$ cat src/rtl/add_pkg.sv
// rtl/add_pkg.sv - shared types and constants for the add_cmd command front-end
package add_pkg;

    typedef enum logic [1:0] {
        OP_PING  = 2'd0,
        OP_WRITE = 2'd1,
        OP_READ  = 2'd2,
        OP_RUN   = 2'd3
    } op_t;

    typedef enum logic [1:0] {
        ID_CC = 2'd0,
        ID_RA = 2'd1,
        ID_RB = 2'd2,
        ID_RY = 2'd3
    } reg_id_t;

    typedef enum logic [1:0] {
        ST_IDLE = 2'd0,
        ST_RUN  = 2'd1,
        ST_RESP = 2'd2
    } state_t;

    localparam logic [31:0] PING_WORD = 32'hdeadbeef;

endpackage

$ cat src/rtl/add_cmd_regs.sv
// rtl/add_cmd_regs.sv - ra/rb/ry lane banks with host write/read ports and run-lane add port
module add_cmd_regs
    import add_pkg::*;
#(
    parameter int LANES = 1,
    parameter int LW    = 1
) (
    input  logic          clock,
    input  logic          reset,
    input  logic          wr_en,
    input  reg_id_t       wr_id,
    input  logic [31:0]   wr_addr,
    input  logic [31:0]   wr_data,
    input  reg_id_t       rd_id,
    input  logic [31:0]   rd_addr,
    output logic [31:0]   rd_data,
    input  logic          run_en,
    input  logic [LW-1:0] run_lane
);

    logic [31:0] ra [LANES];
    logic [31:0] rb [LANES];
    logic [31:0] ry [LANES];

    // Lane decode by comparison keeps out-of-range addresses from aliasing onto a lane.
    always_ff @(posedge clock or posedge reset) begin
        if (reset) begin
            for (int i = 0; i < LANES; i++) begin
                ra[i] <= '0;
                rb[i] <= '0;
                ry[i] <= '0;
            end
        end else begin
            for (int i = 0; i < LANES; i++) begin
                if (wr_en && wr_addr == 32'(i)) begin
                    case (wr_id)
                        ID_RA:   ra[i] <= wr_data;
                        ID_RB:   rb[i] <= wr_data;
                        ID_RY:   ry[i] <= wr_data;
                        default: ;
                    endcase
                end
                if (run_en && run_lane == LW'(i)) begin
                    ry[i] <= ra[i] + rb[i];
                end
            end
        end
    end

    always_comb begin
        rd_data = '0;
        for (int i = 0; i < LANES; i++) begin
            if (rd_addr == 32'(i)) begin
                case (rd_id)
                    ID_RA:   rd_data = ra[i];
                    ID_RB:   rd_data = rb[i];
                    ID_RY:   rd_data = ry[i];
                    default: rd_data = '0;
                endcase
            end
        end
    end

endmodule

$ cat src/rtl/add_cmd.sv
// rtl/add_cmd.sv - command/response front-end sequencing lane-serial ry = ra + rb
module add_cmd
    import add_pkg::*;
#(
    parameter int LANES = 1
) (
    input  logic        clock,
    input  logic        reset,
    input  logic        cmd_valid,
    output logic        cmd_ready,
    input  logic [1:0]  cmd_op,
    input  logic [1:0]  cmd_id,
    input  logic [31:0] cmd_addr,
    input  logic [31:0] cmd_data,
    output logic        rsp_valid,
    input  logic        rsp_ready,
    output logic [31:0] rsp_data,
    output logic        busy
);

    localparam int LW = (LANES > 1) ? $clog2(LANES) : 1;

    state_t      state;
    state_t      state_nx;
    logic [LW-1:0] lane;
    logic [31:0] cc;
    logic [31:0] rsp_q;
    logic [31:0] bank_rd;
    op_t         op;
    reg_id_t     id;
    logic        accept;
    logic        last_lane;

    assign op        = op_t'(cmd_op);
    assign id        = reg_id_t'(cmd_id);
    assign accept    = cmd_valid && cmd_ready;
    assign last_lane = (lane == LW'(LANES - 1));
    assign rsp_data  = rsp_q;

    add_cmd_regs #(
        .LANES(LANES),
        .LW   (LW)
    ) u_regs (
        .clock   (clock),
        .reset   (reset),
        .wr_en   (accept && op == OP_WRITE && id != ID_CC),
        .wr_id   (id),
        .wr_addr (cmd_addr),
        .wr_data (cmd_data),
        .rd_id   (id),
        .rd_addr (cmd_addr),
        .rd_data (bank_rd),
        .run_en  (state == ST_RUN),
        .run_lane(lane)
    );

    always_ff @(posedge clock or posedge reset) begin
        if (reset) begin
            state <= ST_IDLE;
        end else begin
            state <= state_nx;
        end
    end

    always_comb begin
        state_nx = state;
        case (state)
            ST_IDLE: begin
                if (accept) begin
                    state_nx = (op == OP_RUN) ? ST_RUN : ST_RESP;
                end
            end
            ST_RUN: begin
                if (last_lane) begin
                    state_nx = ST_RESP;
                end
            end
            ST_RESP: begin
                if (rsp_ready) begin
                    state_nx = ST_IDLE;
                end
            end
            default: state_nx = ST_IDLE;
        endcase
    end

    always_comb begin
        cmd_ready = (state == ST_IDLE);
        rsp_valid = (state == ST_RESP);
        busy      = (state != ST_IDLE);
    end

    // Response word is captured once and only changes on the next accept or run completion.
    always_ff @(posedge clock or posedge reset) begin
        if (reset) begin
            lane  <= '0;
            cc    <= '0;
            rsp_q <= '0;
        end else begin
            if (state == ST_RUN) begin
                cc   <= cc + 32'd1;
                lane <= last_lane ? '0 : lane + LW'(1);
                if (last_lane) begin
                    rsp_q <= 32'(LANES);
                end
            end
            if (accept) begin
                lane <= '0;
                case (op)
                    OP_PING:  rsp_q <= PING_WORD;
                    OP_WRITE: begin
                        rsp_q <= '0;
                        if (id == ID_CC) begin
                            cc <= cmd_data;
                        end
                    end
                    OP_READ:  rsp_q <= (id == ID_CC) ? cc : bank_rd;
                    default:  ;
                endcase
            end
        end
    end

endmodule

$ cat config.mk
export PLATFORM = sky130hd
export DESIGN_NAME = add_cmd
export DESIGN_NICKNAME = d
export VERILOG_FILES = /design/src/rtl/add_pkg.sv /design/src/rtl/add_cmd_regs.sv /design/src/rtl/add_cmd.sv
export SDC_FILE = /design/constraint.sdc
export NUM_CORES = 1
export LEC_CHECK = 0
export ABC_AREA = 1
export ABC_CLOCK_PERIOD_IN_PS = 7130
export CAP_MARGIN = 20
export CORE_MARGIN = 5
export CORE_UTILIZATION = 55
export CTS_CLUSTER_SIZE = 24
export DETAILED_ROUTE_END_ITERATION = 10
export DONT_BUFFER_PORTS = 1
export GPL_TIMING_DRIVEN = 0
export PLACE_DENSITY = 0.7
export SLEW_MARGIN = 20
export SYNTH_ARGS = -nofsm -noshare
export SYNTH_HDL_FRONTEND = slang
export SYNTH_SLANG_ARGS = --single-unit
$ cat constraint.sdc
create_clock -name clock -period 7.13 [get_ports clock]
set_input_delay 1.426 -clock clock [delete_from_list [all_inputs] [get_ports clock]]
set_output_delay 1.426 -clock clock [all_outputs]
set_load 0.01 [all_outputs]
# After elaboration in Yosys (flattened, before gate mapping)
# Index checks and enable logic that the tools add are counted.
[op_classes]
addsub = 3
n_eq_ne = 11
n_mux = 22
n_bitwise = 1
n_reduce_logical = 18
[ops]
columns = ["operator", "n"]
rows = [
  ["32-bit two-way mux", 12],
  ["32-bit one-hot mux with 3 select lines", 2],
  ["32-bit by 1-bit adder with 32-bit output, second input constant", 1],
  ["32-bit adder", 1],
  ["32-bit logical NOT", 1],
  ["2-bit equality test, second input constant", 5],
  ["2-bit nonzero test", 5],
  ["2-bit two-way mux", 4],
  ["2-bit by 1-bit equality test with 1-bit output, second input constant", 3],
  ["2-bit logical NOT", 3],
  ["2-bit one-hot mux with 3 select lines", 1],
  ["2-bit AND reduction", 3],
  ["1-bit logical AND", 5],
  ["2-bit by 1-bit inequality test with 1-bit output, second input constant", 2],
  ["1-bit two-way mux", 3],
  ["3-bit AND reduction", 1],
  ["2-bit inequality test, second input constant", 1],
  ["1-bit adder, second input constant", 1],
  ["1-bit NOT", 1],
]
[totals]
register_bits = 163
wordCells = 62

# Depth between registers and ports, before layout
# Gate-level depths: netlist of the first run.
[depth]
depth_word = 7
depth_mapped = 13

# Cells and area by module
# From an unflattened synthesis of the first run, not the netlist that was laid out.
[unflattened]
hier_cells = 1759
hier_area_um2 = 11379.7
[modules_own_cells]
columns = ["module", "instances", "cells_each", "area_per_inst_um2", "seq_area_each_um2"]
rows = [
  ["add_cmd_regs", 1, 1216, 7504.7, 2402.3],
  ["add_cmd", 1, 543, 3875.0, 1651.6],
]

# Worst setup path after synthesis of the first run
# Ideal clock, no wire load.
[synth_path]
kind = "input to register"
start = "input cmd_addr[3]"
end = "register u_regs.ry[6] in the netlist's numbering"
setup_ps = 123
arrival_ps = 2670
required_ps = 7007
setup_slack_ps = 4337
stages = 9
n_path_buf = 1
path_cell_list = "nor2_1 -> nand4_1 -> nor3_4 -> nand3_2 -> nand2_2 -> inv_2 -> buf_2 -> nand2_1 -> nand2_1"
[synth_between]
elab_chain_len = 4
[synth_lines]
columns = ["item", "line", "rtl"]
rows = [
  ["start: declaration", "add_cmd.sv:13", "input logic [31:0] cmd_addr,"],
  ["32-bit logical NOT", "add_cmd_regs.sv:35", "if (wr_en && wr_addr == 32'(i)) begin"],
  ["1-bit logical AND", "add_cmd_regs.sv:35", ""],
  ["2-bit nonzero test (no source line)", "n/a", ""],
  ["2-bit AND reduction (no source line)", "n/a", ""],
  ["end signal: indexed assignment", "add_cmd_regs.sv:39", "ID_RY: ry[i] <= wr_data;"],
  ["end signal: indexed assignment", "add_cmd_regs.sv:44", "ry[i] <= ra[i] + rb[i];"],
  ["end: declaration", "add_cmd_regs.sv:23", "logic [31:0] ry [LANES];"],
]
# No other way between the ends.
# A chain may end at the register's enable or synchronous reset.

# Worst setup path in the final report of the first run
[layout_path]
start = "input cmd_op[1]"
end = "register cc[21]"
[layout_between]
elab_chain_len = 3
[layout_lines]
columns = ["item", "line", "rtl"]
rows = [
  ["start: declaration", "add_cmd.sv:11", "input logic [1:0] cmd_op,"],
  ["2-bit by 1-bit equality test with 1-bit output", "add_cmd.sv:109", "case (op)"],
  ["32-bit two-way mux", "add_cmd.sv:109", ""],
  ["32-bit two-way mux", "add_cmd.sv:107", "if (accept) begin"],
  ["end signal: assignment", "add_cmd.sv:101", "cc <= cc + 32'd1;"],
  ["end signal: assignment", "add_cmd.sv:114", "cc <= cmd_data;"],
  ["end: declaration", "add_cmd.sv:26", "logic [31:0] cc;"],
]
# No other way between the ends.

==> tab_implementation.tex, run 1 <==
\begin{tabular}{lr}
\hline
Metric & Value \\
\hline
\multicolumn{2}{l}{\textbf{Outcome}} \\
Run status & finished clean \\
\multicolumn{2}{l}{\textbf{Power}} \\
Leakage & 6.02 nW \\
Largest vdd supply drop & 0.187 mV \\
Power per standard cell area & 250 nW/um\^{}2 \\
\multicolumn{2}{l}{\textbf{Worst hold path}} \\
Path class of the lowest-slack min-delay path & reg2reg \\
\multicolumn{2}{l}{\textbf{Detailed routing}} \\
Starting DRT DRC Count & 1253 \\
Antenna viol nets, final & 0 \\
Via-to-Cell Ratio & 5.63 \\
Final routed wirelength across all metal layers & 36500 microns \\
Post-detailed-route wirelength per cell & 18.9 microns \\
Via count & 10862 \\
Total iterations of the first detailed-routing run & 8 \\
Count of unresolved DRC violations after routing & 0 \\
\multicolumn{2}{l}{\textbf{Floorplan}} \\
Standard cell core area & 19300 sq um \\
Top-Level Pins & 107 \\
Die H & 149 microns \\
Initial cell density of the core & between 50\% and 60\% \\
Placement row count & 51 \\
Die span in x & around 150 microns \\
Die Outline Area & 22300 sq um \\
\multicolumn{2}{l}{\textbf{Clocking}} \\
H-tree levels & 4 \\
CTS tree & built \\
Post-CTS Repair Setup Buffers & 0 \\
Clock-pin slew on the worst setup and hold paths & around 0.070 ns \\
Clk root buf & sky130\_fd\_sc\_hd\_\_clkbuf\_16 \\
Number of CTS-inserted buffers & 17 \\
Clock latency on the worst-skew pair & 0.44 ns \\
Number of cells upsized or downsized after cts & 0 \\
Hold Buf Count CTS & 0 \\
CTS Sinks & 162 \\
Number of buffers on the longest clock path & 2 \\
\multicolumn{2}{l}{\textbf{Final layout}} \\
Area added between synthesis and finish & 9.11\% \\
Diode count & 0 \\
Cell area after layout & 11700 sq um \\
Share of final-layout standard cells stronger than drive strength 1 & 3.72\% \\
Util after Layout & 60.4\% \\
Final Non-Filler Cells & roughly 1900 \\
Final net count & approximately 1800 \\
\multicolumn{2}{l}{\textbf{GRT}} \\
Via count of the first global-routing pass & 10056 \\
Antenna violations before repair & 0 \\
Global router's overall resource usage & 32.3\% \\
Total global routing overflow & 0 \\
First-pass GRT wire length & 54900 microns \\
Maximum number of pins on one net before global-route repair & 90 \\
\multicolumn{2}{l}{\textbf{Synthesis}} \\
Yosys warns & 0 \\
Flip-flop and latch count after synthesis & approximately 160 \\
Post-synthesis sequential area ratio & 37.9\% \\
Average cell area after synthesis & 6.55 sq um \\
Instance count of the mapped netlist & 1632 \\
Synthesized area & between 10000 and 15000 sq um \\
Number of different library cells in the post-synthesis netlist & 35 \\
Net count of the mapped netlist & 1737 \\
\multicolumn{2}{l}{\textbf{STA}} \\
Summed negative setup slack over all endpoints & 0 ns \\
Number of slew-limit violations in the final report & 0 \\
Final worst slack & about 3.8 ns \\
Setup repair after global routing missed its margin & false \\
Max frequency & 0.304 GHz \\
Fin crit period & 3.29 ns \\
Fin Clk Skew & 0.00893 ns \\
Transition at the pin with the smallest max-transition slack & about 1.1 ns \\
Rel. slew slack & a little over a quarter \\
\# setup viols final & 0 \\
Hold violation total from the final report & 0 \\
Final critical-path share of the clock period & 46.1\% \\
\multicolumn{2}{l}{\textbf{Placement}} \\
Count of input and output buffers & 0 \\
Half-perimeter wire length after detailed placement & 27900 microns \\
Placer congestion estimate & 0.971 \\
Placement-stage cell area & 11100 sq um \\
Setup slack at placement & between 3 and 4 ns \\
Inst Count DP & roughly 1900 \\
\multicolumn{2}{l}{\textbf{Critical path}} \\
Data required time at the worst endpoint & 7.43 ns \\
Data arrival time of the critical path & 3.59 ns \\
Top cell family by delay on the critical path & simple AND/OR/NAND/NOR gates \\
Type of the worst setup path & in2reg \\
Largest fanout on the critical path & 10 \\
Crit path launch type & primary input \\
Count of buffering cells on the critical path with inverters included & 4 \\
Slowest stage cell, crit path & sky130\_fd\_sc\_hd\_\_nor3\_2 \\
Crit path capture type & flop \\
CP Cell Sequence & clkbuf\_1 > nor2\_1 > inv\_1 > nor3\_2 > inv\_2 > clkbuf\_1 > nor2\_1 > a21oi\_1 \\
Largest incremental delay on the critical path & 0.60 ns \\
\multicolumn{2}{l}{\textbf{Flow run}} \\
Number of violations of the max-capacitance limit & 0 \\
\hline
\end{tabular}
-- area by class of cell --
cell class	instances	area (sq um)
Inverter	208	788
Timing Repair Buffer	1	27.5
Buffer	52	206
Multi-Input combinational cell	1210	5660
Fill cell	1917	7660
Sequential cell	162	4050
Clock buffer	17	425
Clock inverter	15	183
Tap cell	265	332
-- layer usage --
metal / GRT usage [%] / vias up / wire, microns
met4: 12.7 / 0 / 1510
li1: - / 5206 / -
met2: 51.8 / 520 / 16800
met3: 7.45 / 94 / 3230
met1: 42.7 / 5042 / 15000
met5: 0 / - / 0
-- worst register-to-register path: stages (launching register included) --
cell                       delay, ns
sky130_fd_sc_hd__dfrtp_1        0.41
sky130_fd_sc_hd__inv_1          0.10
sky130_fd_sc_hd__nand2_1        0.23
sky130_fd_sc_hd__inv_2          0.18
sky130_fd_sc_hd__clkbuf_1       0.58
sky130_fd_sc_hd__clkbuf_1       0.69
sky130_fd_sc_hd__nand3_1        0.29
sky130_fd_sc_hd__nand2_1        0.13
sky130_fd_sc_hd__nand2_1        0.05
-- cell usage in the layout, fill, tap and decap left out, types with 4 or more instances in the layout --
master and n:
sky130_fd_sc_hd__a22o_1 5, sky130_fd_sc_hd__xor2_1 19, sky130_fd_sc_hd__o211ai_1 8, sky130_fd_sc_hd__nand2_1 627, sky130_fd_sc_hd__nor3_1 18, sky130_fd_sc_hd__dfrtp_1 162
sky130_fd_sc_hd__buf_2 9, sky130_fd_sc_hd__nand3_1 113, sky130_fd_sc_hd__nor2_1 114, sky130_fd_sc_hd__clkbuf_16 17, sky130_fd_sc_hd__clkbuf_1 42, sky130_fd_sc_hd__o21bai_1 4
sky130_fd_sc_hd__o21ai_0 136, sky130_fd_sc_hd__ha_1 32, sky130_fd_sc_hd__inv_2 4, sky130_fd_sc_hd__o21ai_1 9, sky130_fd_sc_hd__inv_1 202, sky130_fd_sc_hd__nand4_1 9
sky130_fd_sc_hd__a21oi_1 71, sky130_fd_sc_hd__o22ai_1 6, sky130_fd_sc_hd__nand3b_1 4, sky130_fd_sc_hd__xnor2_1 12
-- worst paths after layout --
| path | depth (start not counted) | slack (ns) | endpoint | startpoint |
|---|---|---|---|---|
| worst max-delay path | 8 | 3.84 | cc[21] | cmd_op[1] |
| worst min-delay path | 2 | 0.48 | u_regs.ry[1] | u_regs.ry[1] |
| worst max register to register | 8 | 4.36 | u_regs.ry[17] | state[1] |
| worst min register to register | 2 | 0.48 | u_regs.ry[1] | u_regs.ry[1] |
| max in group asynchronous | 2 | 5.41 | cc[23] | reset |
| min in group asynchronous | 1 | 0.88 | rsp_data[3] | reset |
-- cell usage after synthesis --
cell type	n	share of area (%)
sky130_fd_sc_hd__nand2_1	627	22
sky130_fd_sc_hd__inv_1	203	7.1
sky130_fd_sc_hd__dfrtp_1	162	38
sky130_fd_sc_hd__o21ai_0	136	6.4
sky130_fd_sc_hd__nor2_1	114	4.0
sky130_fd_sc_hd__nand3_1	113	5.3
sky130_fd_sc_hd__a21oi_1	71	3.3
sky130_fd_sc_hd__clkbuf_1	42	1.5
sky130_fd_sc_hd__ha_1	32	3.7
sky130_fd_sc_hd__xor2_1	19	1.6
sky130_fd_sc_hd__nor3_1	18	0.84
sky130_fd_sc_hd__xnor2_1	12	0.98
sky130_fd_sc_hd__buf_2	9	0.42
sky130_fd_sc_hd__nand4_1	9	0.53
sky130_fd_sc_hd__o21ai_1	9	0.42
sky130_fd_sc_hd__o211ai_1	8	0.56
sky130_fd_sc_hd__o22ai_1	6	0.35
sky130_fd_sc_hd__a22o_1	5	0.41
sky130_fd_sc_hd__inv_2	4	0.14
sky130_fd_sc_hd__nand3b_1	4	0.28
sky130_fd_sc_hd__o21bai_1	4	0.28
sky130_fd_sc_hd__nand3_2	3	0.28
sky130_fd_sc_hd__nor3_2	3	0.28
sky130_fd_sc_hd__nor3b_1	3	0.21
sky130_fd_sc_hd__or2_2	3	0.18
sky130_fd_sc_hd__a31oi_1	2	0.12
sky130_fd_sc_hd__nand2_2	2	0.12
sky130_fd_sc_hd__nor2_4	2	0.21
sky130_fd_sc_hd__a21o_1	1	0.070
sky130_fd_sc_hd__buf_1	1	0.035
sky130_fd_sc_hd__clkinv_1	1	0.035
sky130_fd_sc_hd__fa_1	1	0.19
sky130_fd_sc_hd__nor2_2	1	0.059
sky130_fd_sc_hd__nor3_4	1	0.15
sky130_fd_sc_hd__o2bb2ai_1	1	0.082
-- report_power, final --
part           switching, W  total [W]  internal [W]
registers          0.000197    0.00134       0.00114
logic              0.000406   0.000617      0.000212
clock network      0.000411   0.000967      0.000555
total               0.00101    0.00292       0.00191
-- cells by family after synthesis --
logic type,after synthesis,share of synthesized area [%]
and+or+nand+nor,903,34.4
buffers and inverters,260,9.23
AOI/OAI and AO/OA,243,12.0
DFF,162,37.9
adders and majority gates,33,3.93
xor gates and xnor gates,31,2.54
-- state kept, by name, indices dropped and copies added (netlist names) --
| register | cells |
|---|---|
| rsp_data | 32 |
| u_regs.rb | 32 |
| u_regs.ry | 32 |
| u_regs.ra | 32 |
| cc | 32 |
| state | 2 |
-- through the flow --
stage | hold slack [ns] | total power, W
2_1_floorplan | 0.442 | 0.00177
3_3_place_gp | 0.456 | 0.00193
3_5_place_dp | 0.465 | 0.00195
4_1_cts | 0.482 | 0.00291
5_1_grt | 0.494 | 0.00306
6_report | 0.479 | 0.00292
(Power assumes the default switching activity.)
==> run 2: changes to the inputs <==
- ABC_CLOCK_PERIOD_IN_PS: 7130 -> 3200
- clock period: 7.13 -> 3.2 ns (I/O delays scaled with it)
==> tab_implementation.tex, run 2 (synthesis gave the netlist of run 1 again) <==
\begin{tabular}{lr}
\hline
Metric & Value \\
\hline
\multicolumn{2}{l}{\textbf{STA}} \\
Fin crit period & around 2.7 ns \\
Fin Clk Skew & 0.00623 ns \\
Final worst slack & 0.502 ns \\
Max frequency & 0.371 GHz \\
Setup repair after global routing missed its margin & false \\
Rel. slew slack & between 40\% and 50\% \\
\# setup viols final & 0 \\
Final critical-path share of the clock period & 84.3\% \\
Summed negative setup slack over all endpoints & 0 ns \\
Transition at the pin with the smallest max-transition slack & a little under 0.8 ns \\
Number of slew-limit violations in the final report & 0 \\
Hold violation total from the final report & 0 \\
\multicolumn{2}{l}{\textbf{Critical path}} \\
Data arrival time of the critical path & 3.03 ns \\
Data required time at the worst endpoint & 3.53 ns \\
Cell seen most often among critical-path stages & sky130\_fd\_sc\_hd\_\_nand2\_1 \\
Count of buffering cells on the critical path with inverters included & 4 \\
Type of the worst setup path & reg2reg \\
CP Cell Sequence & inv\_1 > nand2\_1 > inv\_2 > clkbuf\_1 > clkbuf\_1 > nand3\_1 > nand2\_1 > nand2\_1 \\
Largest fanout on the critical path & 10 \\
Top cell family by delay on the critical path & buffers and inverters \\
Largest incremental delay on the critical path & 0.62 ns \\
Crit path capture type & flop \\
Slowest stage cell, crit path & sky130\_fd\_sc\_hd\_\_clkbuf\_1 \\
Crit path launch type & flop \\
\multicolumn{2}{l}{\textbf{Placement}} \\
Placer congestion estimate & 0.967 \\
Half-perimeter wire length after detailed placement & roughly 28000 microns \\
Setup slack at placement & roughly 0.36 ns \\
Placement-stage cell area & 11100 sq um \\
Count of input and output buffers & 0 \\
Inst Count DP & 1902 \\
\multicolumn{2}{l}{\textbf{Final layout}} \\
Area added between synthesis and finish & 9.91\% \\
Cell area after layout & 11800 sq um \\
Share of final-layout standard cells stronger than drive strength 1 & 3.95\% \\
Diode count & 0 \\
Final Non-Filler Cells & 1934 \\
Leading cell type in the layout, fill and taps excluded & sky130\_fd\_sc\_hd\_\_nand2\_1 \\
Final net count & approximately 1800 \\
Highest-count cells in the layout ignoring fill and taps & 627 x sky130\_fd\_sc\_hd\_\_nand2\_1, 202 x sky130\_fd\_sc\_hd\_\_inv\_1, 162 x sky130\_fd\_sc\_hd\_\_dfrtp\_1 \\
\multicolumn{2}{l}{\textbf{GRT}} \\
Via count of the first global-routing pass & between 10000 and 15000 \\
Global router's overall resource usage & 32.5\% \\
First-pass GRT wire length & between 50000 and 60000 microns \\
Maximum number of pins on one net before global-route repair & 35 \\
Antenna violations before repair & 0 \\
Total global routing overflow & 0 \\
\multicolumn{2}{l}{\textbf{Clocking}} \\
H-tree levels & 4 \\
Clk root buf & sky130\_fd\_sc\_hd\_\_clkbuf\_16 \\
Post-CTS Repair Setup Buffers & 0 \\
Number of buffers on the longest clock path & 2 \\
Number of cells upsized or downsized after cts & 0 \\
Hold Buf Count CTS & 0 \\
Clock latency on the worst-skew pair & approximately 0.44 ns \\
Number of CTS-inserted buffers & 17 \\
CTS tree & built \\
CTS Sinks & $\sim$160 \\
Clock-pin slew on the worst setup and hold paths & 0.07 ns \\
\multicolumn{2}{l}{\textbf{Power}} \\
Net switching fraction of the power & 34.3\% \\
Fraction of power consumed by sequential logic & 45.7\% \\
Part of the power in the clock network & 33.1\% \\
Power per standard cell area & 557 nW/um\^{}2 \\
Largest vdd supply drop & roughly 0.45 mV \\
Switch Pwr & 0.00224 W \\
Sum of internal, switching and leakage power & about 0.0065 W \\
Combinational share of power & 21.2\% \\
Internal power component & 0.00430 W \\
Leakage & approximately 6.1 nW \\
\multicolumn{2}{l}{\textbf{Floorplan}} \\
Standard cell core area & 19300 sq um \\
Die Outline Area & 22300 sq um \\
Top-Level Pins & approximately 110 \\
Die H & 149 microns \\
Initial cell density of the core & 55.3\% \\
Placement row count & 51 \\
Die span in x & approximately 150 microns \\
\multicolumn{2}{l}{\textbf{Worst hold path}} \\
Path class of the lowest-slack min-delay path & in2async \\
\multicolumn{2}{l}{\textbf{Detailed routing}} \\
Count of unresolved DRC violations after routing & 0 \\
Starting DRT DRC Count & 1114 \\
Final routed wirelength across all metal layers & 36600 microns \\
Total iterations of the first detailed-routing run & 9 \\
Via-to-Cell Ratio & 5.65 \\
Antenna viol nets, final & 0 \\
Via count & approximately 11000 \\
Post-detailed-route wirelength per cell & 18.9 microns \\
\multicolumn{2}{l}{\textbf{Outcome}} \\
Run status & finished clean \\
\multicolumn{2}{l}{\textbf{Flow run}} \\
Number of violations of the max-capacitance limit & 0 \\
\hline
\end{tabular}
==> run 2: final timing paths <==
| check | startpoint | endpoint | slack [ns] | depth (start not counted) |
|---|---|---|---|---|
| worst min-delay path | reset | state[1] | 0.06 | 1 |
| worst min register to register | u_regs.ry[26] | u_regs.ry[26] | 0.48 | 2 |
| worst max-delay path | state[1] | u_regs.ry[17] | 0.50 | 8 |
| max in group asynchronous | reset | u_regs.rb[25] | 2.14 | 4 |
| worst max register to register | state[1] | u_regs.ry[17] | 0.50 | 8 |
| min in group clock | cmd_data[5] | cc[5] | 0.33 | 2 |
==> run 2: per-stage QoR <==
step / hold slack (ns) / util, %
2_1_floorplan: 0.442 / -
3_5_place_dp: 0.465 / 57.6
6_report: 0.0613 / 60.8
3_3_place_gp: 0.455 / 57.1
4_1_cts: 0.0678 / 60.8
5_1_grt: 0.0830 / 60.8
==> run 2: worst register-to-register path: cells and delay by family (launching register included) <==
kind / cells / cell delay [ns]
buf+inv: 4 / 1.49
simple gates: 4 / 0.70
flops: 1 / 0.41
==> run 2: cell type report <==
type | count | area [sq um]
multi-input combinational | 1210 | 5660
sequential | 162 | 4050
inverter | 208 | 785
timing repair buffer | 5 | 108
clock inverter | 12 | 155
fill | 1892 | 7580
tap | 265 | 332
clock buffer | 20 | 457
buffer | 52 | 206
==> run 2: routing by layer <==
layer  share of wire, %  track usage, %
met2                 45            52.1
met5                  0               0
met4                4.9            14.9
met1                 40            42.8
met3                9.3            6.21
==> run 2: power by group through the flow <==
stage                     Clock (W)  Sequential (W)  Combinational, W
after floorplan                   0         0.00291           0.00102
after global placement            0         0.00301           0.00130
after detailed placement          0         0.00301           0.00135
after CTS                   0.00215         0.00299           0.00136
after global routing        0.00223         0.00305           0.00155
final                       0.00216         0.00299           0.00139
